[src/rtl/mfp_sevenseg_scanner.sv]
// Time-multiplexed 8-digit seven-segment scanner: snapshots the display
// register block once per frame and drives one anode per slot after a dead time.
module mfp_sevenseg_scanner #(
    parameter int SCAN_DIV    = 50000,
    parameter int DEAD_CYCLES = 64
) (
    input  logic        HCLK,
    input  logic        HRESETn,
    input  logic [7:0]  EN,
    input  logic [63:0] DIGITS,
    input  logic [7:0]  DP,
    output logic [7:0]  DISPENOUT,
    output logic [7:0]  DISPOUT,
    output logic        FRAME_TICK
);

    localparam int                CNT_W    = $clog2(SCAN_DIV);
    localparam logic [CNT_W-1:0]  CNT_LAST = CNT_W'(SCAN_DIV - 1);
    localparam logic [CNT_W-1:0]  DEAD_LIM = CNT_W'(DEAD_CYCLES);

    // Slot timing
    logic [CNT_W-1:0] cnt_q, cnt_d;
    logic [2:0]       idx_q, idx_d;
    logic             frame_start;
    logic             slot_last;

    // Frame snapshot of the register block
    logic [7:0]       snap_en_q;
    logic [63:0]      snap_digits_q;
    logic [7:0]       snap_dp_q;

    // Registered pins
    logic [7:0]       dispenout_q, dispenout_d;
    logic [7:0]       dispout_q, dispout_d;
    logic             frame_tick_q;

    logic [6:0]       glyph_seg [8];
    logic             dead_time;
    logic             digit_on;

    // Segment order within the 7-bit result is {g,f,e,d,c,b,a}, active-low.
    function automatic logic [6:0] glyph_decode(input logic [7:0] code);
        logic [6:0] seg;
        seg = 7'h7F;
        case (code)
            8'h00: seg = 7'h40;
            8'h01: seg = 7'h79;
            8'h02: seg = 7'h24;
            8'h03: seg = 7'h30;
            8'h04: seg = 7'h19;
            8'h05: seg = 7'h12;
            8'h06: seg = 7'h02;
            8'h07: seg = 7'h78;
            8'h08: seg = 7'h00;
            8'h09: seg = 7'h10;
            8'h0A: seg = 7'h08;
            8'h0B: seg = 7'h03;
            8'h0C: seg = 7'h46;
            8'h0D: seg = 7'h21;
            8'h0E: seg = 7'h06;
            8'h0F: seg = 7'h0E;
            8'h10: seg = 7'h7E;
            8'h11: seg = 7'h7D;
            8'h12: seg = 7'h7B;
            8'h13: seg = 7'h77;
            8'h14: seg = 7'h6F;
            8'h15: seg = 7'h5F;
            8'h16: seg = 7'h3F;
            default: seg = 7'h7F;
        endcase
        return seg;
    endfunction

    genvar gi;
    generate
        for (gi = 0; gi < 8; gi++) begin : g_glyph
            assign glyph_seg[gi] = glyph_decode(snap_digits_q[8*gi +: 8]);
        end
    endgenerate

    assign frame_start = (idx_q == 3'd0) && (cnt_q == '0);
    assign slot_last   = (cnt_q == CNT_LAST);
    assign dead_time   = (cnt_q < DEAD_LIM);
    assign digit_on    = ~snap_en_q[idx_q];

    always_comb begin
        cnt_d = slot_last ? '0 : cnt_q + 1'b1;
        idx_d = slot_last ? idx_q + 3'd1 : idx_q;
    end

    // Anode and segments computed from this cycle's state, landing one edge later.
    always_comb begin
        dispenout_d = 8'hFF;
        dispout_d   = 8'hFF;
        if (!dead_time && digit_on) begin
            dispenout_d = ~(8'd1 << idx_q);
            dispout_d   = {snap_dp_q[idx_q], glyph_seg[idx_q]};
        end
    end

    always_ff @(posedge HCLK or negedge HRESETn) begin
        if (!HRESETn) begin
            cnt_q         <= '0;
            idx_q         <= 3'd0;
            snap_en_q     <= 8'hFF;
            snap_digits_q <= '1;
            snap_dp_q     <= 8'hFF;
            dispenout_q   <= 8'hFF;
            dispout_q     <= 8'hFF;
            frame_tick_q  <= 1'b0;
        end else begin
            cnt_q        <= cnt_d;
            idx_q        <= idx_d;
            dispenout_q  <= dispenout_d;
            dispout_q    <= dispout_d;
            frame_tick_q <= frame_start;
            // Slot (0,0) is always dead, so the stale snapshot is never shown.
            if (frame_start) begin
                snap_en_q     <= EN;
                snap_digits_q <= DIGITS;
                snap_dp_q     <= DP;
            end
        end
    end

    assign DISPENOUT  = dispenout_q;
    assign DISPOUT    = dispout_q;
    assign FRAME_TICK = frame_tick_q;

endmodule

[config.mk]
export PLATFORM = sky130hd
export DESIGN_NAME = mfp_sevenseg_scanner
export DESIGN_NICKNAME = d
export VERILOG_FILES = /design/src/rtl/mfp_sevenseg_scanner.sv
export SDC_FILE = /design/constraint.sdc
export NUM_CORES = 1
export LEC_CHECK = 0
export CAP_MARGIN = 40
export CELL_PAD_IN_SITES_DETAIL_PLACEMENT = 0
export CELL_PAD_IN_SITES_GLOBAL_PLACEMENT = 2
export CORE_UTILIZATION = 35
export DETAILED_ROUTE_END_ITERATION = 8
export PLACE_DENSITY = 0.85
export REMOVE_ABC_BUFFERS = 1
export SLEW_MARGIN = 20
export SYNTH_ARGS = -nofsm -noshare
export SYNTH_HDL_FRONTEND = slang
export SYNTH_SLANG_ARGS = --single-unit
[constraint.sdc]
create_clock -name HCLK -period 2.6 [get_ports HCLK]
set_input_delay 0.52 -clock HCLK [delete_from_list [all_inputs] [get_ports HCLK]]
set_output_delay 0.52 -clock HCLK [all_outputs]
set_load 0.02 [all_outputs]
==> summary.txt <==
=========================================================================
First-pass GRT wire length                                       34300 um
Category of the most critical setup path                     flop to flop
Terminus of the critical flop-to-flop path                   snap_digits_q[14]
Clock Root Buffer                                            sky130_fd_sc_hd__clkbuf_16
Slowest Stage Delay on Critical Path                              0.54 ns
Area contributors post-synth                                 sky130_fd_sc_hd__dfstp_2 (32%), sky130_fd_sc_hd__ha_1 (11%), sky130_fd_sc_hd__dfrtp_1 (6.3%)
Final-layout worst hold slack                                    0.111 ns
Worst R2R Path Depth                                                    6
Worst EP required                                                 2.95 ns
Number of I/O port buffers                                             98
Maximum net fanout on the critical path                                19
CP arrival                                                        2.82 ns
Mapped cell area                                                 7990 um2
Overall via count from detail_route                                  6592
PwrDens                                                        510 nW/um2
Ys Warns                                                                0
Post-Synth Adder-Cell Area                                          0.113
Number of max-cap violations                                            0
Number of global-route vias before repair                            6363
CTS hold repair buffers                                                 0
Top routing layer in use                                             met4
Post-DRT Antenna Nets                                                   0
Post-cts sizing count                                                   0
Final Instance Count excl. Fillers                                   1236
Drt wl/cell                                                       16.7 um
Post-Route Setup TNS                                                 0 ns
Post-synth cell types                                                  67
IO Count                                                               99
Final core utilization                                              0.448
Post-route clock period utilization                                 0.950
Most frequent cells in the layout                            sky130_fd_sc_hd__clkdlybuf4s50_1 (97), sky130_fd_sc_hd__dfstp_2 (96), sky130_fd_sc_hd__nand2_1 (74)
H-tree Lvls                                                             4
Estimated wirelength of the detail-placed design                 14900 um
RePlAce Congestion                                                  0.842
Layout cells sized above 1                                          0.215
Placeable Area                                                  22100 um2
Tot Pwr                                                         0.00505 W
Biggest area consumer among synthesized cells                sky130_fd_sc_hd__dfstp_2
Starting Density                                                    0.362
Worst Max-Slew Pin Slew                                          0.601 ns
Worst setup EP type                                                  flop
Area growth from synthesis to layout                                23.9%
Startpoint type of the worst setup path                              flop
Result of the run                                            finished clean
Setup repair after global routing missed its margin                    no
Detailed router's first-iteration violation count                     489
Async SR Flop Fraction                                               1.00
Post-synthesis average cell area                                 9.30 um2
Amount of wire on met2 after detailed routing                     9500 um
Count of TritonRoute iterations in the first routing pass               5
Worst max-slew margin expressed relative to the limit               0.599
Clock tree from TritonCTS                                            done
Congestion Overflow GR                                                  0
Crit path max-delay cell type                                sky130_fd_sc_hd__or4_1
Crit path from                                                  cnt_q[12]
Number of instances in the synthesized netlist                        860
Count of endpoints failing hold in the final timing report              0
Final Routed Wirelength                                          20600 um
Tmin final                                                        2.47 ns
Nets                                                                 1097
Launch instance of the worst register-to-register path          cnt_q[12]
Initial antenna violation count                                         0
VDD IR max                                                       0.424 mV
Total routing resource utilization after global routing             0.186
Die Wd                                                             153 um
Dominant register cell in the synthesized netlist            sky130_fd_sc_hd__dfstp_2
N_diodes                                                                0
Final setup vio count                                                   0
Commonest non-fill, non-tap cell in the layout               sky130_fd_sc_hd__clkdlybuf4s50_1
Largest delay share family, worst path                       simple AND/OR/NAND/NOR gates
Dominant combinational cell family by area after synthesis   compound AO/OA/AOI/OAI gates
Sum of routed wire segments on met1                               9950 um
Share of cell area taken by muxes after synthesis                   0.105
Clk_lat worst skew                                                0.43 ns
Buffer levels on the longest clock path                                 2
Row count                                                              54
Area share of the largest cell type after synthesis                 0.316
Post-synth EDFFs                                                        0
Flip-flop and latch count after synthesis                             116
Number of clock sinks                                                 116
CP Depth                                                                6
Count of pins over their slew limit                                     0
Cell chain of the critical path                              or4_1 -> nor2_1 -> nand3_2 -> and4bb_4 -> buf_4 -> mux2_2
Die ar.                                                         23400 um2
Worst clock skew                                                0.0103 ns
Number of buffers created by CTS                                       17
Static Leak                                                       3.94 nW
Total buffers and inverters traversed by the critical path              1
Placed instance count                                                1204
Worst-case register-to-register setup slack                       0.13 ns
Post-synthesis simple-gate area fraction                            0.138
Routed met3 length                                                 843 um
Max Fclk                                                        0.405 GHz
Sequential-to-total area share from yosys stat                      0.378
Die height                                                         153 um
Residual DRC count                                                      0
Synthesized-area fraction occupied by xor and xnor cells           0.0164
Largest net degree at the start of global routing                      43
Hold/Removal Path Class                                      input port to async pin
Avg Vias per Cell                                                    5.33
Area fraction in compound gates after synthesis                     0.193
Setup bufs post-CTS                                                     0
CTS clk-pin slew, worst paths                                     0.06 ns
=========================================================================
[per-layer routing]
layer | vias to the layer above | track usage
li1 | 3250 | -
met1 | 3181 | 0.259
met2 | 137 | 0.285
met3 | 24 | 0.0411
met4 | 0 | 0.0611
met5 | - | 0
[through the flow]
step	setup slack (ns)	area [um2]
after global placement	0.212	9280
final	0.131	9900
after detailed placement	0.176	9280
after global routing	0.00985	9900
after CTS	0.118	9900
after floorplan	-1.35	7740
[kinds of logic after synthesis]
family / Yosys count
multiplexers: 73
AND/OR/NAND/NOR: 230
XOR/XNOR: 15
AO/OA/AOI/OAI: 245
buffers and inverters: 109
flip-flops: 116
adder cells (fa/ha/maj): 72
[cells in the mapped netlist (9+ instances only)]
cell / instances
sky130_fd_sc_hd__a21oi_1: 71
sky130_fd_sc_hd__a31oi_1: 12
sky130_fd_sc_hd__clkbuf_1: 39
sky130_fd_sc_hd__dfrtp_1: 20
sky130_fd_sc_hd__dfstp_2: 96
sky130_fd_sc_hd__ha_1: 72
sky130_fd_sc_hd__inv_1: 50
sky130_fd_sc_hd__mux2_2: 44
sky130_fd_sc_hd__mux2i_1: 20
sky130_fd_sc_hd__nand2_1: 74
sky130_fd_sc_hd__nand2b_1: 10
sky130_fd_sc_hd__nand3_1: 30
sky130_fd_sc_hd__nand4_1: 10
sky130_fd_sc_hd__nor2_1: 58
sky130_fd_sc_hd__nor2b_1: 14
sky130_fd_sc_hd__o211ai_1: 11
sky130_fd_sc_hd__o21ai_0: 62
sky130_fd_sc_hd__o22ai_1: 16
sky130_fd_sc_hd__xor2_1: 9
[worst max path at each step]
stage,slack (ns),to
3_3_place_gp,0.21,snap_dp_q[6]
4_1_cts,0.12,snap_digits_q[14]
2_1_floorplan,-1.35,snap_digits_q[13]
5_1_grt,0.01,snap_digits_q[14]
3_5_place_dp,0.18,snap_digits_q[14]
6_report,0.13,snap_digits_q[14]
[layout make-up]
type / instances / area (um2)
Clock buffer: 18 / 439
Clock inverter: 14 / 178
Fill cell: 2131 / 12200
Inverter: 54 / 203
Multi-Input combinational cell: 635 / 4520
Sequential cell: 116 / 3020
Tap cell: 280 / 350
Timing Repair Buffer: 119 / 1190
[registers in the layout, indices dropped and copies added, names as in the netlist]
| name | count |
|---|---|
| snap_digits_q | 64 |
| cnt_q | 16 |
| DISPENOUT | 8 |
| DISPOUT | 8 |
| snap_dp_q | 8 |
| snap_en_q | 8 |
| idx_q | 3 |
| FRAME_TICK | 1 |
[report_power, final]
group	leakage, nW	switching, W	internal, W
Sequential	1.27	0.000121	0.00193
Combinational	2.38	0.000253	0.000285
Clock	0.289	0.000921	0.00154
Total	3.94	0.00130	0.00375
(Power assumes the default switching activity.)
